File: src/rtl/regfile_arbiter_pkg.sv
// Shared project definitions for the register-file arbiter: data/address widths,
// FSM encoding and lock-counter width.
package regfile_arbiter_pkg;
  localparam int DATA_WIDTH      = 8;
  localparam int DATA_ADDR_WIDTH = 4;
  // Wide enough for any MAX_LOCK up to 255.
  localparam int LOCK_CNT_W      = 8;

  typedef enum logic {
    IDLE   = 1'b0,
    LOCKED = 1'b1
  } arb_state_e;
endpackage

File: src/rtl/regfile_arbiter_rr_picker.sv
// Combinational round-robin selector: first set request at or above ptr, with
// wrap-around; returns a one-hot grant and the winning index.
module rr_picker #(
  parameter int N_REQ = 2,
  parameter int IDX_W = 1
) (
  input  logic [N_REQ-1:0] req,
  input  logic [IDX_W-1:0] ptr,
  output logic [N_REQ-1:0] gnt,
  output logic [IDX_W-1:0] idx,
  output logic             any
);
  always_comb begin
    gnt = '0;
    idx = '0;
    any = 1'b0;
    for (int k = 0; k < N_REQ; k++) begin
      if (!any && req[(int'(ptr) + k) % N_REQ]) begin
        any = 1'b1;
        gnt[(int'(ptr) + k) % N_REQ] = 1'b1;
        idx = IDX_W'((int'(ptr) + k) % N_REQ);
      end
    end
  end
endmodule

File: src/rtl/regfile_arbiter.sv
// Arbitrates N_REQ requesters onto one external register-file port, with
// round-robin fairness and bounded lock ownership; reads return one cycle later.
module regfile_arbiter
  import regfile_arbiter_pkg::*;
#(
  parameter int N_REQ    = 2,
  parameter int MAX_LOCK = 8
) (
  input  logic                             clk,
  input  logic                             rst_n,
  input  logic [N_REQ-1:0]                 i_req,
  input  logic [N_REQ-1:0]                 i_lock,
  input  logic [N_REQ-1:0]                 i_we,
  input  logic [N_REQ*DATA_ADDR_WIDTH-1:0] i_addr,
  input  logic [N_REQ*DATA_WIDTH-1:0]      i_wdata,
  output logic [N_REQ-1:0]                 o_gnt,
  output logic [N_REQ-1:0]                 o_rvalid,
  output logic [DATA_WIDTH-1:0]            o_rdata,
  output logic [DATA_ADDR_WIDTH-1:0]       o_rf_addr,
  output logic [DATA_WIDTH-1:0]            o_rf_wdata,
  output logic                             o_rf_we,
  input  logic [DATA_WIDTH-1:0]            i_rf_rdata
);
  localparam int IDX_W = (N_REQ > 1) ? $clog2(N_REQ) : 1;

  arb_state_e             state, state_nxt;
  logic [IDX_W-1:0]       owner, owner_nxt, rr_ptr, rr_nxt;
  logic [LOCK_CNT_W-1:0]  cnt, cnt_nxt;
  logic [N_REQ-1:0]       pick_gnt, gnt;
  logic [IDX_W-1:0]       pick_idx, gidx;
  logic                   pick_any, gvld, rd_gnt;

  rr_picker #(.N_REQ(N_REQ), .IDX_W(IDX_W)) u_pick (
    .req (i_req),
    .ptr (rr_ptr),
    .gnt (pick_gnt),
    .idx (pick_idx),
    .any (pick_any)
  );

  always_comb begin
    state_nxt = state;
    owner_nxt = owner;
    rr_nxt    = rr_ptr;
    cnt_nxt   = cnt;
    gnt       = '0;
    gidx      = owner;
    gvld      = 1'b0;
    case (state)
      IDLE: begin
        if (pick_any) begin
          gnt    = pick_gnt;
          gidx   = pick_idx;
          gvld   = 1'b1;
          rr_nxt = IDX_W'((int'(pick_idx) + 1) % N_REQ);
          if (i_lock[pick_idx]) begin
            state_nxt = LOCKED;
            owner_nxt = pick_idx;
            cnt_nxt   = LOCK_CNT_W'(1);
          end
        end
      end
      LOCKED: begin
        // A would-be grant at the cap releases instead, so the owner gets exactly MAX_LOCK ops.
        if (!i_lock[owner] || (i_req[owner] && cnt == LOCK_CNT_W'(MAX_LOCK))) begin
          state_nxt = IDLE;
          rr_nxt    = IDX_W'((int'(owner) + 1) % N_REQ);
          cnt_nxt   = '0;
        end else if (i_req[owner]) begin
          gnt[owner] = 1'b1;
          gvld       = 1'b1;
          cnt_nxt    = cnt + LOCK_CNT_W'(1);
        end
      end
      default: state_nxt = IDLE;
    endcase
    if (!rst_n) begin
      gnt  = '0;
      gvld = 1'b0;
    end
  end

  assign rd_gnt     = gvld && !i_we[gidx];
  assign o_gnt      = gnt;
  assign o_rf_we    = gvld && i_we[gidx];
  assign o_rf_addr  = gvld ? i_addr[gidx*DATA_ADDR_WIDTH +: DATA_ADDR_WIDTH] : '0;
  assign o_rf_wdata = gvld ? i_wdata[gidx*DATA_WIDTH +: DATA_WIDTH] : '0;

  always_ff @(posedge clk) begin
    if (!rst_n) begin
      state    <= IDLE;
      owner    <= '0;
      rr_ptr   <= '0;
      cnt      <= '0;
      o_rvalid <= '0;
      o_rdata  <= '0;
    end else begin
      state    <= state_nxt;
      owner    <= owner_nxt;
      rr_ptr   <= rr_nxt;
      cnt      <= cnt_nxt;
      o_rvalid <= rd_gnt ? gnt : '0;
      if (rd_gnt) o_rdata <= i_rf_rdata;
    end
  end
endmodule
File: config.mk
export PLATFORM = sky130hd
export DESIGN_NAME = regfile_arbiter
export DESIGN_NICKNAME = d
export VERILOG_FILES = /design/src/rtl/regfile_arbiter_pkg.sv /design/src/rtl/regfile_arbiter_rr_picker.sv /design/src/rtl/regfile_arbiter.sv
export SDC_FILE = /design/constraint.sdc
export NUM_CORES = 1
export LEC_CHECK = 0
export ABC_AREA = 1
export ABC_CLOCK_PERIOD_IN_PS = 1400
export BUFFER_PORTS_ARGS = -buffer_cell sky130_fd_sc_hd__buf_2
export CAP_MARGIN = 20
export CORE_ASPECT_RATIO = 0.7
export CORE_UTILIZATION = 40
export CTS_CLUSTER_SIZE = 24
export DETAILED_ROUTE_END_ITERATION = 8
export PLACE_DENSITY = 0.79
export REMOVE_ABC_BUFFERS = 1
export SYNTH_ARGS = -nofsm -noshare
export SYNTH_HDL_FRONTEND = slang
export SYNTH_SLANG_ARGS = --single-unit
export TNS_END_PERCENT = 1
File: constraint.sdc
create_clock -name clk -period 1.4 [get_ports clk]
set_input_delay 0.14 -clock clk [delete_from_list [all_inputs] [get_ports clk]]
set_output_delay 0.14 -clock clk [all_outputs]
set_load 0.02 [all_outputs]
# Word level (Yosys, flattened, before mapping)
# Index checks and enable logic that the tools add are counted.
[totals] reg_bits=21 in_bits=40 output_inout_bits=25 wordCells=94
[classes] n_addsub=4 magnitude_cmp=8 n_eq_ne=5 n_shift=2 muxes=51 bitwise=3 reduce_logical=15
[ops] op="two-way mux 8 bit" n=5
[ops] op="two-way mux 1 bit" n=31
[ops] op="case mux 8 bit (2 select lines)" n=1
[ops] op="indexed part select 16 x 5 -> 8 bit" n=1
[ops] op="two-way mux 2 bit" n=6
[ops] op="adder 8 x 1 -> 8 bit (second input constant)" n=1
[ops] op="equality test 8 x 4 -> 1 bit (second input constant)" n=1
[ops] op="< comparator 1 x 2 -> 1 bit (second input constant)" n=4
[ops] op="indexed part select 8 x 4 -> 4 bit" n=1
[ops] op="logical AND 1 bit" n=7
[ops] op="case mux 1 bit (2 select lines)" n=3
[ops] op="AND reduction 3 bit" n=2
[ops] op="two-way mux 4 bit" n=1
[ops] op="inequality test 2 bit (second input constant)" n=2
[ops] op="case mux 2 bit (2 select lines)" n=1
[ops] op="AND reduction 2 bit" n=2
[ops] op="adder 1 bit (second input constant)" n=3
[ops] op="demux 1 bit (select 1 bit)" n=3
[ops] op="logical NOT 1 bit" n=3
[ops] op="< comparator 2 x 3 -> 1 bit (second input constant)" n=1
[ops] op="inequality test 3 x 1 -> 1 bit (second input constant)" n=1
[ops] op=">= comparator 1 bit (second input constant)" n=2
[ops] op=">= comparator 2 x 1 -> 1 bit (second input constant)" n=1
[ops] op="inequality test 2 x 1 -> 1 bit (second input constant)" n=1
[ops] op="4 further kinds" n=4

# Depth between registers and ports, before layout
# Gate-level depths: netlist (run 1).
[logic_depth] depth_word=14 depth_mapped=11 depth_no_buf=11

# By module
# A second synthesis (run 1) with hierarchy kept.
[hier_totals] cells_unflattened=251 area_unflattened_um2=1430.1
[by_module_without_submodules] module="regfile_arbiter" instances=1 cells_each=244 area_each_um2=1400.1 seq_area_each_um2=420.4
[by_module_without_submodules] module="rr_picker" instances=1 cells_each=7 area_each_um2=30.0 seq_area_each_um2=0.0

# Worst setup path before layout (run 1)
# Ideal clock, no wire load.
[synth_path] path_type="reg-to-output" from="register cnt[0]" to="output o_rf_addr[1]" t_arrival_ps=1542 required_ps=1260 path_slack_ps=-282 stages_incl_launch_ff=11 n_path_buf=1 cell_sequence="dfxtp_1 -> inv_1 -> ha_1 -> nand3_1 -> nor2_1 -> nand2_1 -> nand2_1 -> nand2_2 -> nand2_4 -> buf_4 -> a21oi_1"
[synth_via] elab_chain_cells=7
[synth_lines] element="start, declared" line_no="regfile_arbiter.sv:28" source="logic [LOCK_CNT_W-1:0] cnt, cnt_nxt;"
[synth_lines] element="start signal, assigned" line_no="regfile_arbiter.sv:101" source="cnt <= cnt_nxt;"
[synth_lines] element="equality test 8 x 4 -> 1 bit" line_no="regfile_arbiter.sv:65" source="if (!i_lock[owner] || (i_req[owner] && cnt == LOCK_CNT_W'(MAX_LOCK))) begin"
[synth_lines] element="logical AND 1 bit" line_no="regfile_arbiter.sv:65"
[synth_lines] element="logical OR 1 bit" line_no="regfile_arbiter.sv:65"
[synth_lines] element="two-way mux 1 bit" line_no="regfile_arbiter.sv:65"
[synth_lines] element="case mux 1 bit (2 select lines)" line_no="regfile_arbiter.sv:49" source="case (state)"
[synth_lines] element="two-way mux 1 bit" line_no="regfile_arbiter.sv:77" source="if (!rst_n) begin"
[synth_lines] element="two-way mux 4 bit" line_no="regfile_arbiter.sv:86" source="assign o_rf_addr = gvld ? i_addr[gidx*DATA_ADDR_WIDTH +: DATA_ADDR_WIDTH] : '0;"
[synth_lines] element="end, declared" line_no="regfile_arbiter.sv:19" source="output logic [DATA_ADDR_WIDTH-1:0] o_rf_addr,"
# No other way between the ends.

# Worst setup path in the final report (run 1)
[layout_path] from="register rr_ptr" to="output o_rf_addr[2]"
[layout_via] elab_chain_cells=10 elab_cells_between_ends=19 classes_between="add/sub: 1; shift: 1; mux: 15; reduce/logical: 2"
[layout_lines] element="start, declared" line_no="regfile_arbiter.sv:27" source="logic [IDX_W-1:0] owner, owner_nxt, rr_ptr, rr_nxt;"
[layout_lines] element="start signal, assigned" line_no="regfile_arbiter.sv:100" source="rr_ptr <= rr_nxt;"
[layout_lines] element="adder 1 bit / two-way mux 1 bit (equally long branches)" line_no="regfile_arbiter_rr_picker.sv:18, regfile_arbiter_rr_picker.sv:21"
[layout_lines] element="two-way mux 1 bit (not written as such) (2 in a row)" line_no="regfile_arbiter_rr_picker.sv:18" source="if (!any && req[(int'(ptr) + k) % N_REQ]) begin"
[layout_lines] element="two-way mux 1 bit (not written as such) / logical NOT 1 bit (equally long branches)" line_no="regfile_arbiter_rr_picker.sv:18"
[layout_lines] element="logical AND 1 bit" line_no="regfile_arbiter_rr_picker.sv:18"
[layout_lines] element="two-way mux 1 bit" line_no="regfile_arbiter_rr_picker.sv:18"
[layout_lines] element="two-way mux 1 bit" line_no="regfile_arbiter.sv:51" source="if (pick_any) begin"
[layout_lines] element="two-way mux 1 bit / case mux 1 bit (2 select lines) (equally long branches)" line_no="regfile_arbiter.sv:49"
[layout_lines] element="indexed part select 8 x 4 -> 4 bit / two-way mux 1 bit (equally long branches)" line_no="regfile_arbiter.sv:86, regfile_arbiter.sv:77"
[layout_lines] element="two-way mux 4 bit (*)" line_no="regfile_arbiter.sv:86"
# Every way passes the cells marked *; elsewhere a longest branch is shown, timed or not. The select of a mux whose other input is x is not followed.

==> results.json, run 1 <==
{
  "tritoncts": "yes",
  "max_freq_mhz": 538,
  "antenna_found_initial": 0,
  "clockRootBuffer": "clkbuf_8",
  "yosys.area_share.simple_pct": 47.5,
  "synth_top_family_by_area": "simple AND/OR/NAND/NOR gates",
  "dieHeight_um": 52.2,
  "via_per_inst": 5.25,
  "nets": 390,
  "overflow": 0,
  "pwr-share-comb_pct": 60.1,
  "max-cap-violations": 0,
  "end_kind": "primary output",
  "p_seq_share_pct": 24.7,
  "p_int_mw": 1.65,
  "synth_xor_area_share_pct": 1.22,
  "final_cells": 394,
  "place_congestion": 0.853,
  "antennaDiodeCount": 0,
  "grt_pass1_wl_um": 8770,
  "critPathKind": "reg -> out",
  "drc_errors": 0,
  "r2r_cells": 13,
  "routed.top_layer": "met4",
  "holdBufCountCts": 0,
  "numCtsBuffers": 3,
  "routed_wl_um": 5970,
  "h-tree-depth": 1,
  "num_vias": 2068,
  "p_switching_mw": 1.25,
  "area_delta_synth_final_pct": 81.7,
  "final_cell_area_um2": 2620,
  "dp.cells": 368,
  "wl_met2_um": 2720,
  "crit_required_ns": 1.26,
  "grt_pass1_vias": 1915,
  "drt-met1-wl_um": 2490,
  "tns_ns": -10.58,
  "rows": 17,
  "switching_share_pct": 43.1,
  "ys_seq_area_share_pct": 29.2,
  "synthAdderAreaFrac_pct": 1.74,
  "clkPwrFrac_pct": 15.2,
  "ys_types": 23,
  "clk_pin_slew_ns": 0.09,
  "status": "finished, violations left",
  "wl_per_cell_um": 15.1,
  "layout_setup_ws_ns": -0.460,
  "synth_compound_area_share_pct": 9.03,
  "hold_path_depth": 5,
  "start_util_pct": 43.7,
  "port-buffer-count": 64,
  "ys_ff_latch": 21,
  "timing.final.crit_share_pct": 133,
  "pwr_density_cell_nw_per_um2": 1110,
  "rsz0062_at_grt": "yes",
  "timing.rr.end": "o_rvalid[0]$_SDFF_PN0_",
  "violations": "negative setup slack",
  "hpwlAfterDp_um": 3050,
  "yosys_warnings": 0,
  "drt_first_pass_iters": 5,
  "syn_avg_cell_area_um2": 6.16,
  "synth_area_um2": 1440,
  "p_leak_nw": 1.32,
  "clock_sinks": 21,
  "grt_max_degree": 15,
  "hold_viol": 0,
  "slew_headroom_pct": 73.6,
  "synth_cells": 234,
  "drive_gt1_share_pct": 55.6,
  "die_w_um": 73.8,
  "drv_slew": 0,
  "wl_met3_um": 463,
  "synthMuxAreaShare_pct": 0,
  "reg2reg_setup_slack_ns": -0.35,
  "hp-start": "i_rf_rdata[7]",
  "r2r-start": "rr_ptr$_SDFFE_PN0P_",
  "holdPathEnd": "o_rdata[7]$_SDFFE_PN0P_",
  "placed_area_um2": 2030,
  "ant_nets": 0,
  "insertion_delay_ns": 0.28,
  "num_io_pins": 65,
  "first_iter_violations": 214,
  "hold_class": "in -> reg",
  "cp-start-kind": "flop",
  "critPathMaxFanout": 7,
  "worst_ep_arrival_time_ns": 1.72,
  "finalSetupViolCount": 34,
  "coreArea_um2": 3300,
  "fin_worst_skew_ns": 0.00868,
  "peakVddDrop_mv": 0.652,
  "tightest_slew_ns": 0.392,
  "p_total_mw": 2.91,
  "period_needed_ns": 1.86,
  "clk_path_buf_depth": 2,
  "die_area_um2": 3850,
  "grtUsageTotal_pct": 30.8
}
-- final cells by class --
class | instances | area, um2
multi-input combinational | 174 | 1130
timing repair buffer | 115 | 822
fill | 192 | 678
sequential | 21 | 429
inverter | 33 | 129
tap | 47 | 58.8
clock buffer | 3 | 41.3
clock inverter | 1 | 7.51
-- synthesized netlist by cell type --
cell / instances / area (um2)
nand2_1: 55 / 206
nand3_1: 34 / 170
nor2_1: 31 / 116
inv_1: 28 / 105
a21oi_1: 22 / 110
dfxtp_1: 21 / 420
nand4_1: 8 / 50.1
inv_2: 5 / 18.8
nand2_2: 5 / 31.3
buf_4: 3 / 22.5
nand2_4: 3 / 33.8
o21ai_0: 3 / 15.0
buf_2: 2 / 10.0
clkbuf_1: 2 / 7.51
ha_1: 2 / 25.0
nor2_8: 2 / 40.0
xor2_1: 2 / 17.5
nand3b_1: 1 / 7.51
nor2_2: 1 / 6.26
nor3b_1: 1 / 7.51
nor4_1: 1 / 6.26
o21ai_1: 1 / 5.00
or2_4: 1 / 8.76
-- state kept, by name, indices dropped and copies added (netlist names) --
| register | count |
|---|---|
| state | 1 |
| o_rvalid | 2 |
| cnt | 8 |
| o_rdata | 8 |
| rr_ptr | 1 |
| owner | 1 |
-- stage by stage --
step                hold slack, ns  util [%]  worst slack (ns)
finish                       0.184      79.4            -0.460
global placement             0.456      61.6            -0.178
CTS                          0.191      75.2            -0.315
global route                 0.199      79.4            -0.495
floorplan                    0.261         -            -0.278
detailed placement           0.465      61.6            -0.205
-- critical path: stages (launching register included) --
cell,delay (ns)
dfxtp_2,0.37
inv_2,0.05
nand2_2,0.08
nand2_2,0.09
nand2_4,0.12
nand2_8,0.09
nand2_8,0.11
buf_8,0.13
nand2_2,0.06
a21oi_2,0.18
buf_6,0.14
-- routing by layer --
layer  up-vias  track usage [%]
met4         0             13.5
met5         -                0
met2       127             51.5
met3        31             8.46
met1       934             37.1
li1        976                -
-- cell usage in the layout (no fill, tap or decap), drive strengths merged, types with 3 or more instances in the layout --
cell type and n:
clkbuf 3, nor2 34, nand3 34, nand2 64, inv 33, a21oi 22, dfxtp 21, nand4 8
buf 115, o21ai 4
-- cells by family after synthesis --
group / Yosys count
and+or+nand+nor: 143
buffers and inverters: 40
xor gates and xnor gates: 2
adders and majority gates: 2
DFF: 21
AOI/OAI and AO/OA: 26
-- how the worst max path moves through the flow --
stage                                   start                      to  slack [ns]  cells past startpoint
after CTS                  owner$_SDFFE_PN0P_           o_rf_wdata[0]       -0.31                     10
final                     rr_ptr$_SDFFE_PN0P_            o_rf_addr[2]       -0.46                     10
after global routing       owner$_SDFFE_PN0P_           o_rf_wdata[7]       -0.50                     10
after floorplan              state$_SDFF_PN0_                 o_rf_we       -0.28                      7
after global placement    rr_ptr$_SDFFE_PN0P_  o_rvalid[0]$_SDFF_PN0_       -0.18                     11
after detailed placement   owner$_SDFFE_PN0P_           o_rf_wdata[0]       -0.20                      9
-- power by group through the flow --
| stage | Clock (mW) | Combinational, mW | Sequential (mW) |
|---|---|---|---|
| after floorplan | 0 | 0.605 | 0.772 |
| after global placement | 0 | 1.11 | 0.714 |
| after detailed placement | 0 | 1.13 | 0.713 |
| after CTS | 0.430 | 1.53 | 0.712 |
| after global routing | 0.476 | 1.85 | 0.723 |
| final | 0.442 | 1.75 | 0.717 |
-- repair_timing --
| item | CTS | global route |
|---|---|---|
| setup buffers | 19 | 2 |
| cloned | 1 | 0 |
| resized for setup | 75 | 32 |
| endpoints found under the setup margin | 34 | 35 |
| pin swaps | 19 | 9 |
No activity file was read; power rests on OpenSTA's default activity.
==> run 2, diff against run 1 <==
--- a/config.mk
+++ b/config.mk
@@ -13,7 +13,7 @@
 export CORE_UTILIZATION = 40
 export CTS_CLUSTER_SIZE = 24
 export DETAILED_ROUTE_END_ITERATION = 8
-export PLACE_DENSITY = 0.79
+export PLACE_DENSITY = 0.72
 export REMOVE_ABC_BUFFERS = 1
 export SYNTH_ARGS = -nofsm -noshare
 export SYNTH_HDL_FRONTEND = slang
==> run 2 against run 1 <==
  * The flow still finishes with violations (negative setup slack)
  * Non-clock buffer count decreased by 6
  * Flip-flop and latch count unchanged
  * Wire length increased by 3.2%
  * Hold slack improved by 0.0089 ns
  * Critical path depth is the same
  * Worst setup slack gained 0.018 ns
  * Clock skew down 0.0037 ns
  * Sequential power rose by 0.8%
  * Fmax up 1.0%
  * Register-to-register slack worse by 0.04 ns
  * Largest power group unchanged
==> results.json, run 2 (synthesized netlist as in run 1, its figures left out) <==
{
  "status": "finished, violations left",
  "violations": "negative setup slack",
  "num_vias": 2090,
  "drt_first_pass_iters": 5,
  "hold_class": "in -> reg",
  "cpMaxStageDelayCell": "dfxtp_4",
  "rsz0062_at_grt": "yes",
  "holdBufCountCts": 0,
  "critPathMaxFanout": 7,
  "grtUsageTotal_pct": 29.1,
  "clk_pin_slew_ns": 0.09,
  "drive_gt1_share_pct": 53.9,
  "die_area_um2": 3850,
  "start_util_pct": 43.7,
  "place_congestion": 0.853,
  "reg_top3": "cnt: 8 flops, o_rdata: 8 flops, o_rvalid: 2 flops",
  "antennaDiodeCount": 0,
  "cpPeakStageDelay_ns": 0.40,
  "fin_worst_skew_ns": 0.00501,
  "path_cells": "nand2_4, inv_2, nor2_4, inv_2, nand2_4, nand2_4, nand2_8, nand2_8, a21oi_2, buf_4",
  "final_cell_area_um2": 2560,
  "grt_max_degree": 15,
  "port-buffer-count": 64,
  "cp_num_buf_inv": 3,
  "rows": 17,
  "p_leak_nw": 1.29,
  "placed_area_um2": 2030,
  "grt_pass1_wl_um": 8420,
  "tritoncts": "yes",
  "end_kind": "primary output",
  "dp_slack_ns": -0.233,
  "period_needed_ns": 1.84,
  "ant_nets": 0,
  "tightest_slew_ns": 0.344,
  "drc_errors": 0,
  "area_delta_synth_final_pct": 77.3,
  "overflow": 0,
  "final_cell_mix": "buf_2 (49), buf_4 (49), nand2_1 (45)",
  "timing.final.crit_share_pct": 132,
  "n_fill_cell": 209,
  "cp-start-kind": "flop",
  "r2r_cells": 13,
  "coreArea_um2": 3300,
  "critPathKind": "reg -> out",
  "nets": 386,
  "hpwlAfterDp_um": 3150,
  "dp.cells": 371,
  "reg2reg_setup_slack_ns": -0.39,
  "dieHeight_um": 52.2,
  "holdPathEnd": "o_rdata[6]$_SDFFE_PN0P_",
  "seqCellArea_um2": 429,
  "final_cells": 390,
  "insertion_delay_ns": 0.28,
  "worst_ep_arrival_time_ns": 1.70,
  "r2r-start": "owner$_SDFFE_PN0P_",
  "clock_sinks": 21,
  "wl_per_cell_um": 15.8,
  "max_freq_mhz": 543,
  "finalSetupViolCount": 34,
  "first_iter_violations": 183,
  "num_io_pins": 65,
  "numCtsBuffers": 3,
  "timing.rr.end": "cnt[0]$_SDFFE_PN0P_",
  "hold_viol": 0,
  "routed_wl_um": 6160,
  "path_delay_family": "simple AND/OR/NAND/NOR gates",
  "via_per_inst": 5.36,
  "hold_path_depth": 5,
  "antenna_found_initial": 0,
  "drv_slew": 0,
  "hp-start": "i_rf_rdata[6]",
  "grt_pass1_vias": 1860,
  "clockRootBuffer": "clkbuf_8",
  "hold_slack_ns": 0.193,
  "crit_path_frequent_cell": "nand2_4",
  "clk_path_buf_depth": 2,
  "die_w_um": 73.8,
  "crit_required_ns": 1.26,
  "pwr_density_cell_nw_per_um2": 1090,
  "multi_input_area_um2": 1160,
  "layout_setup_ws_ns": -0.441,
  "peakVddDrop_mv": 0.607,
  "h-tree-depth": 1,
  "slew_headroom_pct": 76.8,
  "max-cap-violations": 0
}
-- run 2: changes by cell type in the layout (fill, tap and decap cells not counted), moves of 2 or more --
| cell | previous run | this run |
|---|---|---|
| nand2_2 | 14 | 10 |
| nand2_1 | 42 | 45 |
| a21oi_4 | 0 | 2 |
| buf_12 | 2 | 0 |
| buf_6 | 13 | 11 |
| nand2_4 | 4 | 6 |
| nand3_1 | 24 | 26 |
| nand3_4 | 4 | 2 |
-- run 2: cell type report --
cell class                 instances  area share [%]
clock buffer                       3            1.62
sequential                        21            16.8
tap                               47            2.30
multi-input combinational        176            45.2
clock inverter                     1           0.294
timing repair buffer             109            28.8
inverter                          33            4.94
-- run 2: how the worst max path moves through the flow --
stage,endpoint,cells after the start,slack [ns],start
after floorplan,o_rf_we,7,-0.28,state$_SDFF_PN0_
after global placement,o_rf_wdata[5],9,-0.19,owner$_SDFFE_PN0P_
after detailed placement,o_rf_wdata[6],9,-0.23,owner$_SDFFE_PN0P_
after CTS,o_rf_wdata[6],9,-0.35,owner$_SDFFE_PN0P_
after global routing,o_rf_wdata[5],10,-0.48,owner$_SDFFE_PN0P_
final,o_rf_wdata[5],10,-0.44,owner$_SDFFE_PN0P_
-- run 2: worst reg2reg max path: stages (launching register included) --
cell and delay, ns:
dfxtp_4 0.40, nand2_4 0.08, inv_2 0.05, nor2_4 0.14, inv_2 0.07, buf_4 0.13, buf_4 0.12, buf_4 0.13
buf_4 0.12, buf_4 0.12, buf_4 0.13, nand3_2 0.06, nand3_2 0.08, a21oi_2 0.11
-- run 2: metal layers --
| layer | wire length [um] | global-route usage [%] | vias up |
|---|---|---|---|
| li1 | - | - | 976 |
| met1 | 2490 | 36.0 | 957 |
| met2 | 2910 | 48.6 | 127 |
| met3 | 498 | 6.92 | 30 |
| met4 | 265 | 12.2 | 0 |
| met5 | 0 | 0 | - |
-- run 2: metrics by stage --
stage	setup TNS (ns)	total power [mW]	utilization (%)
2_1_floorplan	-4.85	1.38	-
3_3_place_gp	-3.95	1.81	61.5
3_5_place_dp	-4.90	1.83	61.5
4_1_cts	-6.78	2.56	72.7
5_1_grt	-11.33	2.91	77.5
6_report	-9.06	2.78	77.5
-- run 2: power by group --
group          leakage [nW]  internal, mW  total (mW)  switching (mW)
Clock                0.0217         0.202       0.436           0.233
Combinational          1.10         0.664        1.63           0.962
Sequential            0.174         0.668       0.723          0.0545
Total                  1.29          1.53        2.78            1.25
-- run 2: repair_timing --
action	4_1_cts	5_1_grt
buffers inserted	12	0
gates cloned	3	0
resized for setup	58	41
setup endpoints to repair	33	36
pin swaps	15	9
==> run 3, diff against run 2 <==
--- a/config.mk
+++ b/config.mk
@@ -6,14 +6,14 @@
 export NUM_CORES = 1
 export LEC_CHECK = 0
 export ABC_AREA = 1
-export ABC_CLOCK_PERIOD_IN_PS = 1400
+export ABC_CLOCK_PERIOD_IN_PS = 2200
 export BUFFER_PORTS_ARGS = -buffer_cell sky130_fd_sc_hd__buf_2
 export CAP_MARGIN = 20
 export CORE_ASPECT_RATIO = 0.7
 export CORE_UTILIZATION = 40
 export CTS_CLUSTER_SIZE = 24
 export DETAILED_ROUTE_END_ITERATION = 8
-export PLACE_DENSITY = 0.72
+export PLACE_DENSITY = 0.7
 export REMOVE_ABC_BUFFERS = 1
 export SYNTH_ARGS = -nofsm -noshare
 export SYNTH_HDL_FRONTEND = slang
==> constraint.sdc (replaced) <==
create_clock -name clk -period 2.2 [get_ports clk]
set_input_delay 0.22 -clock clk [delete_from_list [all_inputs] [get_ports clk]]
set_output_delay 0.22 -clock clk [all_outputs]
set_load 0.02 [all_outputs]
==> run 3 against run 2 <==
  * The flow now finishes without violations
  * Worst setup slack better by 0.61 ns
  * Sequential share of layout area increased by 5.6 points
  * Non-clock buffer count is 39 lower
  * Critical endpoint is now o_rf_addr[0]
  * Via count shrank 22%
  * Global-route usage decreased by 8.9 points
  * Clock-buffer cell count unchanged
  * Die area unchanged
  * Design area decreased by 26%
  * Cell count down 11%
  * Critical path type unchanged
  * Register-to-register slack better by 0.99 ns
==> results.json, run 3 (synthesized netlist as in run 1, its figures left out) <==
{
  "fin_worst_skew_ns": 0.00948,
  "grtUsageTotal_pct": 20.2,
  "die_w_um": 73.8,
  "timing.final.crit_share_pct": 92.5,
  "wl_per_cell_um": 10.4,
  "drt-met1-wl_um": 1890,
  "end_kind": "primary output",
  "num_io_pins": 65,
  "drc_errors": 0,
  "antenna_found_initial": 0,
  "grt_max_degree": 17,
  "period_needed_ns": 2.04,
  "coreArea_um2": 3300,
  "reg_top3": "cnt: 8 flops, o_rdata: 8 flops, o_rvalid: 2 flops",
  "critPathKind": "reg -> out",
  "hold_viol": 0,
  "nets": 344,
  "p_total_mw": 1.35,
  "grt_pass1_vias": 1366,
  "clk_path_buf_depth": 2,
  "tritoncts": "yes",
  "routed.top_layer": "met4",
  "rows": 17,
  "wl_met2_um": 1460,
  "drt_first_pass_iters": 4,
  "peakVddDrop_mv": 0.351,
  "area_delta_synth_final_pct": 31.5,
  "hold_slack_ns": 0.284,
  "switching_share_pct": 42.8,
  "p_leak_nw": 1.04,
  "p_switching_mw": 0.578,
  "cp-start-kind": "flop",
  "p_seq_share_pct": 34.0,
  "clk_pin_slew_ns": 0.09,
  "num_vias": 1635,
  "dp_slack_ns": 0.325,
  "numCtsBuffers": 3,
  "pwr-share-comb_pct": 46.5,
  "layout_setup_ws_ns": 0.165,
  "die_area_um2": 3850,
  "grt_pass1_wl_um": 6000,
  "drv_slew": 0,
  "tns_ns": 0,
  "crit_required_ns": 1.98,
  "wl_met3_um": 258,
  "port-buffer-count": 64,
  "clockRootBuffer": "clkbuf_8",
  "final_cell_mix": "buf_2 (64), nand2_1 (55), nand3_1 (34)",
  "pwr_density_cell_nw_per_um2": 711,
  "ant_nets": 0,
  "hold_class": "in -> reg",
  "place_congestion": 0.787,
  "final_cells": 348,
  "first_iter_violations": 123,
  "clkPwrFrac_pct": 19.5,
  "h-tree-depth": 1,
  "max-cap-violations": 0,
  "insertion_delay_ns": 0.27,
  "antennaDiodeCount": 0,
  "clock_sinks": 21,
  "dieHeight_um": 52.2,
  "worst_ep_arrival_time_ns": 1.82,
  "critPathMaxFanout": 14,
  "drive_gt1_share_pct": 31.2,
  "final_common_cell": "buf_2",
  "finalSetupViolCount": 0,
  "status": "complete, no violations",
  "p_int_mw": 0.771,
  "hpwlAfterDp_um": 2770,
  "start_util_pct": 43.7,
  "slew_headroom_pct": 78.9,
  "dp.cells": 340,
  "routed_wl_um": 3630,
  "holdBufCountCts": 0,
  "max_freq_mhz": 491,
  "overflow": 0,
  "tightest_slew_ns": 0.314,
  "rsz0062_at_grt": "no",
  "via_per_inst": 4.70
}
## run 3: stage by stage
stage,util [%],area [um2]
2_1_floorplan,-,1400
3_3_place_gp,54.5,1800
3_5_place_dp,54.5,1800
4_1_cts,56.1,1850
5_1_grt,57.5,1900
6_report,57.5,1900
## run 3: layout make-up
cell class | count | area (um2)
fill | 351 | 1400
timing repair buffer | 70 | 378
tap | 47 | 58.8
inverter | 33 | 124
clock inverter | 1 | 7.51
multi-input combinational | 173 | 862
sequential | 21 | 424
clock buffer | 3 | 41.3
## run 3: routing by layer
layer | up-vias | GRT usage (%)
met3 | 2 | 5.38
met2 | 51 | 30.4
met1 | 694 | 28.9
met4 | 0 | 3.85
met5 | - | 0
li1 | 888 | -
## run 3: path summary, 6_finish.rpt
path,start,end,slack (ns),cells past startpoint
setup reg to reg,cnt[0]$_SDFFE_PN0P_,cnt[2]$_SDFFE_PN0P_,0.60,12
hold reg to reg,o_rdata[5]$_SDFFE_PN0P_,o_rdata[5]$_SDFFE_PN0P_,0.49,2
hold / removal,i_rf_rdata[0],o_rdata[0]$_SDFFE_PN0P_,0.28,5
setup / recovery,cnt[0]$_SDFFE_PN0P_,o_rf_addr[0],0.16,10
## run 3: power by group through the flow
stage               clock (mW)  combinational, mW  sequential, mW
global placement             0              0.594           0.462
finish                   0.263              0.628           0.458
floorplan                    0              0.385           0.491
global route             0.285              0.694           0.465
detailed placement           0              0.592           0.462
CTS                      0.274              0.597           0.455
## run 3: what timing repair did
action / 4_1_cts / 5_1_grt
buffers inserted: 0 / 4
endpoints found under the setup margin: 1 / 13
gates resized for setup: 1 / 3
pin swaps: 0 / 2
gates cloned: 0 / 0
## run 3: worst max-delay path, cell delays in order (launching register included)
cell     delay [ns]
dfxtp_2        0.36
inv_1          0.06
ha_1           0.18
nand3_1        0.07
nor2_1         0.04
nand2_1        0.08
nand2_1        0.13
nand2_4        0.13
nand2_4        0.13
a21oi_1        0.17
buf_2          0.19
